<file path="src/rtl/pc_redirect_ctrl.sv">
// pc_redirect_ctrl: owns the fetch PC and sequences every PC change.
// Redirect requests come from Decode (JAL) and Execute (branch/JALR).
// Execute has priority over Decode, and Decode has priority over the
// sequential PC+4 step.
// A redirect that arrives while fetch is stalled is parked in a pending
// register (state HOLD). It is applied on the first cycle the stall is
// released.
// Optional feature macro: PC_REDIRECT_COUNT_EN. When it is defined, a
// 32-bit counter counts the cycles in which a redirect is loaded into the PC.
// When it is undefined, oRedirectCount is tied to zero.
//
// Handshake: these are not valid/ready channels. iDecRedirect and
// iExRedirect are single-cycle requests that are always accepted; iStallF
// only decides whether a request is applied now or parked in HOLD.
module pc_redirect_ctrl #(
    parameter logic [31:0] RESET_PC = 32'h0000_0000,
    parameter int          XLEN     = 32
) (
    input  logic            iClk,
    input  logic            iRstN,
    input  logic            iStallF,
    input  logic            iDecRedirect,
    input  logic [XLEN-1:0] iDecTarget,
    input  logic            iExRedirect,
    input  logic [XLEN-1:0] iExTarget,
    output logic [XLEN-1:0] oPC,
    output logic [XLEN-1:0] oPCPlus4,
    output logic            oFetchValid,
    output logic            oFlushD,
    output logic            oFlushE,
    output logic            oHold,
    output logic [31:0]     oRedirectCount,
    output logic [1:0]      oDbgState
);

    typedef enum logic [1:0] {
        ST_BOOT = 2'd0,
        ST_RUN  = 2'd1,
        ST_HOLD = 2'd2
    } state_t;

    // Source of a parked redirect: an EX-sourced entry can only be replaced by Execute.
    localparam logic SRC_DEC = 1'b0;
    localparam logic SRC_EX  = 1'b1;

    localparam logic [XLEN-1:0] ALIGN_MASK = {{(XLEN-2){1'b1}}, 2'b00};
    localparam logic [XLEN-1:0] PC_STEP    = XLEN'(4);

    state_t          state, state_n;
    logic [XLEN-1:0] pc, pc_n;
    logic            pend_src, pend_src_n;
    logic [XLEN-1:0] pend_tgt, pend_tgt_n;
    logic            load;

    // State, PC and pending register; reset drops any parked redirect silently
    always_ff @(posedge iClk or negedge iRstN) begin
        if (!iRstN) begin
            state    <= ST_BOOT;
            pc       <= RESET_PC;
            pend_src <= SRC_DEC;
            pend_tgt <= '0;
        end else begin
            state    <= state_n;
            pc       <= pc_n;
            pend_src <= pend_src_n;
            pend_tgt <= pend_tgt_n;
        end
    end

    // Next-state, next-PC and flush/status decode
    always_comb begin
        state_n     = state;
        pc_n        = pc;
        pend_src_n  = pend_src;
        pend_tgt_n  = pend_tgt;
        load        = 1'b0;
        oFetchValid = 1'b0;
        oFlushD     = 1'b0;
        oFlushE     = 1'b0;
        oHold       = 1'b0;
        unique case (state)
            ST_BOOT: begin
                // The first cycle out of reset fetches nothing useful; redirects are ignored
                state_n = ST_RUN;
            end
            ST_RUN: begin
                oFetchValid = 1'b1;
                if (iExRedirect) begin
                    oFlushD = 1'b1;
                    oFlushE = 1'b1;
                    if (!iStallF) begin
                        pc_n = iExTarget & ALIGN_MASK;
                        load = 1'b1;
                    end else begin
                        pend_src_n = SRC_EX;
                        pend_tgt_n = iExTarget & ALIGN_MASK;
                        state_n    = ST_HOLD;
                    end
                end else if (iDecRedirect) begin
                    oFlushD = 1'b1;
                    if (!iStallF) begin
                        pc_n = iDecTarget & ALIGN_MASK;
                        load = 1'b1;
                    end else begin
                        pend_src_n = SRC_DEC;
                        pend_tgt_n = iDecTarget & ALIGN_MASK;
                        state_n    = ST_HOLD;
                    end
                end else if (!iStallF) begin
                    pc_n = pc + PC_STEP;
                end
            end
            ST_HOLD: begin
                oHold = 1'b1;
                // A newer Execute redirect always replaces the parked one.
                // A Decode redirect may replace it only if the parked entry also came from Decode.
                if (iExRedirect) begin
                    oFlushD    = 1'b1;
                    oFlushE    = 1'b1;
                    pend_src_n = SRC_EX;
                    pend_tgt_n = iExTarget & ALIGN_MASK;
                end else if (iDecRedirect && pend_src == SRC_DEC) begin
                    oFlushD    = 1'b1;
                    pend_src_n = SRC_DEC;
                    pend_tgt_n = iDecTarget & ALIGN_MASK;
                end
                if (!iStallF) begin
                    pc_n       = pend_tgt_n;
                    load       = 1'b1;
                    pend_src_n = SRC_DEC;
                    pend_tgt_n = '0;
                    state_n    = ST_RUN;
                end
            end
            default: begin
                state_n = ST_BOOT;
            end
        endcase
    end

`ifdef PC_REDIRECT_COUNT_EN
    logic [31:0] redirect_count;

    // Count the cycles in which a redirect target is written into the PC
    always_ff @(posedge iClk or negedge iRstN) begin
        if (!iRstN) begin
            redirect_count <= '0;
        end else if (load) begin
            redirect_count <= redirect_count + 32'd1;
        end
    end

    assign oRedirectCount = redirect_count;
`else
    assign oRedirectCount = 32'd0;
`endif

    assign oPC       = pc;
    assign oPCPlus4  = pc + PC_STEP;
    assign oDbgState = state;

endmodule

</file>
<file path="config.mk">
export PLATFORM = sky130hd
export DESIGN_NAME = pc_redirect_ctrl
export DESIGN_NICKNAME = d
export VERILOG_FILES = /design/src/rtl/pc_redirect_ctrl.sv
export SDC_FILE = /design/constraint.sdc
export NUM_CORES = 1
export LEC_CHECK = 0
export CAP_MARGIN = 5
export CORE_MARGIN = 3
export CORE_UTILIZATION = 48
export CTS_BUF_LIST = sky130_fd_sc_hd__clkbuf_16
export DETAILED_ROUTE_END_ITERATION = 6
export GPL_ROUTABILITY_DRIVEN = 0
export GPL_TIMING_DRIVEN = 0
export PLACE_DENSITY = 0.84
export RECOVER_POWER = 100
export SLEW_MARGIN = 10
export SYNTH_ARGS = -nofsm -noshare
export SYNTH_HDL_FRONTEND = slang
export SYNTH_SLANG_ARGS = --single-unit
</file>
<file path="constraint.sdc">
create_clock -name iClk -period 3 [get_ports iClk]
set_clock_uncertainty 0.2 [all_clocks]
set_input_delay 0.6 -clock iClk [delete_from_list [all_inputs] [get_ports iClk]]
set_output_delay 0.6 -clock iClk [all_outputs]
set_load 0.05 [all_outputs]
</file>
==> key figures <==
Timing
  – Accumulated negative setup slack: -82.0 ps
  – Fin crit share: 103%
  – Hold WS: ~280 ps
  – RSZ-0062 raised after global routing: true
  – Rel. slew slack: between 20% and 30%
  – Final worst slack: -79.1 ps
  – Count of final hold-check violations: 0
  – Slew Viols, Final: 0
  – Fin crit period: between 3000 and 4000 ps
  – FMAX: between 300 and 400 MHz
  – Worst slew pin tran: between 1000 and 1500 ps
  – Final setup violation count: 2

Drt
  – Post-Route WL: 21.8 mm
  – Routed vias: approximately 6,500
  – DR vias/cell: ~6.6
  – Pre-antenna DRT Iters: 7
  – Routed len/inst: between 20 and 25 um
  – Initial DRC count: ~920
  – # DRC: 2
  – ANT nets after route: 0

Run status
  – Failing checks: design-rule violations, negative setup slack
  – Outcome: finished with violations

Clock tree
  – TritonCTS buffer count: 9
  – CTS Buffer Depth: 2
  – Root buffer cell: clkbuf_16
  – Clock slew at reported path FFs: 60 ps
  – Worst-skew pair later-pin latency: roughly 340 ps
  – Total number of H-tree levels: 3
  – # clock sinks: 67
  – TritonCTS clock tree: built

Worst setup path
  – Buf+Inv Stages, Crit Path: 2
  – R2R cell count: 8
  – R2r setup slk: roughly 120 ps
  – Data arrival time of the worst path: between 2000 and 2500 ps
  – CP startpoint: oPC[3]
  – Worst R2R Start: oDbgState[0]
  – CP most frequent cell: buf_6
  – CP Launch Type: flip-flop
  – Critical setup path kind: flip-flop to output pin
  – CP peak stage delay: between 400 and 500 ps
  – Crit path max fanout: 6
  – Stages on the worst setup path: 7
  – CP Cell Sequence: ha_4 -> nand3_4 -> or2_1 -> buf_6 -> nor4b_4 -> xnor2_2 -> buf_6
  – Critical Path End Type: output pin
  – Required @ worst endpoint: about 2200 ps
  – End of the critical path: oPCPlus4[28]
  – FF-to-FF End: oPC[25]
  – Slowest CP cell: dfrtp_2
  – Cell family with most CP delay: simple AND/OR/NAND/NOR gates

Min path
  – Worst Hold Class: flip-flop to flip-flop
  – Hold path depth: 1

Final layout
  – Nets: ~900
  – Diodes inserted: 0
  – Design area: roughly 7700 um2
  – Final core utilization: 72.9%
  – Area Overhead vs Synth: 44.1%
  – Share of layout cells above drive strength 1: between 20% and 30%

Synth
  – Syn Inst Count: approximately 640
  – #FFs+latches synth: between 60 and 70
  – Synth top area share: 31.4%
  – Area leader, netlist: dfrtp_1
  – Synth warn: 0
  – Asr flop ratio synth: between 90% and 100%
  – Avg Synthesized Cell Area: roughly 8.3 um2
  – Netlist Area Pre-Place: 5340 um2
  – Most frequent cell after synthesis: a21oi_1
  – Netlist cell types: between 60 and 70
  – EDFF count, synth: 0
  – Most frequent cells after synthesis: a21oi_1, dfrtp_1, o21ai_0, nand2_1, nor2_1
  – Largest cells by area after synthesis: dfrtp_1, a21oi_1, o21ai_0
  – Seq/Total Area, Yosys: a little under a third
  – Main flop type after synthesis: dfrtp_1

GRT
  – Initial antenna violation count: 0
  – Pin count of the biggest net entering global routing: 51
  – First-pass GRT wire length: approximately 33 mm
  – GRT Overall Usage: ~33%
  – Vias in the first global route: 6,317
  – Congestion Overflow GR: 0

Placement
  – Detail Placement HPWL: approximately 15 mm
  – Port Buf Inserts: ~130
  – Dpl cell area: 7150 um2
  – Pre-CTS setup slack: -1210 ps

Pwr
  – Worst VDD drop: about 890 uV
  – Power per cell area: about 1100 nW/um2
  – Leakage: ~3.4 nW

Floorplanning
  – I/O pins: 171
  – Starting Density: about half
  – Row cnt: 37
  – Die width: around 110 um
  – Core Area: 10,600 um2
  – DIE HEIGHT: 111 um
  – Die area: between 10,000 and 15,000 um2

Flow run
  – Max-cap viol count: 0
metal layers:
| layer | routed length, um | part of all wire, % | track usage, % | vias to the layer above |
|---|---|---|---|---|
| li1 | - | - | - | 2727 |
| met1 | 7440 | 34 | 39.5 | 3026 |
| met2 | 10100 | 46 | 53.1 | 599 |
| met3 | 2950 | 14 | 9.35 | 146 |
| met4 | 1310 | 6.0 | 21.1 | 0 |
| met5 | 0 | 0 | 0 | - |
final cells by class:
class	instances	area (um2)
plain buffers	84	495
clock buffers	9	225
clock inverters	6	26.3
fillers	833	2870
inverters	18	67.6
multi-input cells	505	3500
flip-flops and latches	67	1700
well taps	136	170
repair buffers	164	1510
cell usage in the layout, fill, tap and decap left out, drive strengths merged, types with 10 or more instances in the layout:
| cell type | synthesis | final |
|---|---|---|
| conb | 1 | 32 |
| a21o | 17 | 17 |
| nand4 | 11 | 11 |
| xnor2 | 18 | 18 |
| nor2 | 45 | 45 |
| xor2 | 10 | 10 |
| a221oi | 10 | 10 |
| mux2 | 13 | 13 |
| o221ai | 23 | 23 |
| inv | 18 | 20 |
| dfrtp | 67 | 67 |
| dlygate4sd3 | 0 | 12 |
| nand3 | 13 | 13 |
| a21oi | 68 | 68 |
| mux2i | 19 | 19 |
| clkdlybuf4s50 | 0 | 93 |
| nand2 | 54 | 54 |
| o21ai | 59 | 59 |
| clkbuf | 30 | 46 |
| buf | 55 | 94 |
registers in the layout, summed over array words and instances, names as in the netlist:
name and flops:
pend_tgt 32, oDbgState 2, pend_src 1, oPC 32
power by group:
part	switching (mW)	internal [mW]	total (mW)	leakage [nW]
clock network	0.405	0.541	0.946	0.135
logic	3.56	1.89	5.45	2.52
registers	0.537	1.35	1.89	0.789
worst min path at each step:
stage	start	endpoint	slack, ps
4_1_cts	pend_tgt[7]	pend_tgt[7]	280
6_report	pend_tgt[7]	pend_tgt[7]	280
3_5_place_dp	pend_tgt[7]	pend_tgt[7]	260
3_3_place_gp	pend_tgt[9]	pend_tgt[9]	250
2_1_floorplan	iRstN	oDbgState[0]	100
5_1_grt	pend_tgt[7]	pend_tgt[7]	290
through the flow:
stage | power (mW) | std cells
floorplan | 5.36 | 675
global placement | 6.86 | 945
detailed placement | 7.02 | 946
CTS | 8.04 | 980
global route | 8.60 | 989
finish | 8.28 | 989
worst reg2reg max path: stages, from the launching register on:
cell and delay, ps:
dfrtp_1 410, inv_1 110, ha_1 190, buf_2 240
o21ba_2 320, clkbuf_1 510, clkbuf_2 410, o21ai_0 180
o2bb2ai_1 170
what timing repair did:
item / 4_1_cts / 5_1_grt
hold endpoints to repair: 17 / 0
hold buffers: 1 / 0
setup endpoints to repair: 30 / 53
resized for setup: 133 / 43
pin swaps: 8 / 7
buffers inserted: 19 / 9
logic make-up (layout without fill, tap and decap cells):
kind of cell / count (synthesis) / after routing / synth area share (%)
other: 1 / 32 / 0.0703
AO/OA/AOI/OAI: 236 / 236 / 29.1
multiplexers: 32 / 32 / 6.31
flip-flops: 67 / 67 / 31.4
AND/OR/NAND/NOR: 173 / 173 / 17.4
adder cells (fa/ha/maj): 4 / 4 / 0.938
XOR/XNOR: 28 / 28 / 4.74
buffers and inverters: 103 / 281 / 10.1
(Power assumes the default switching activity.)
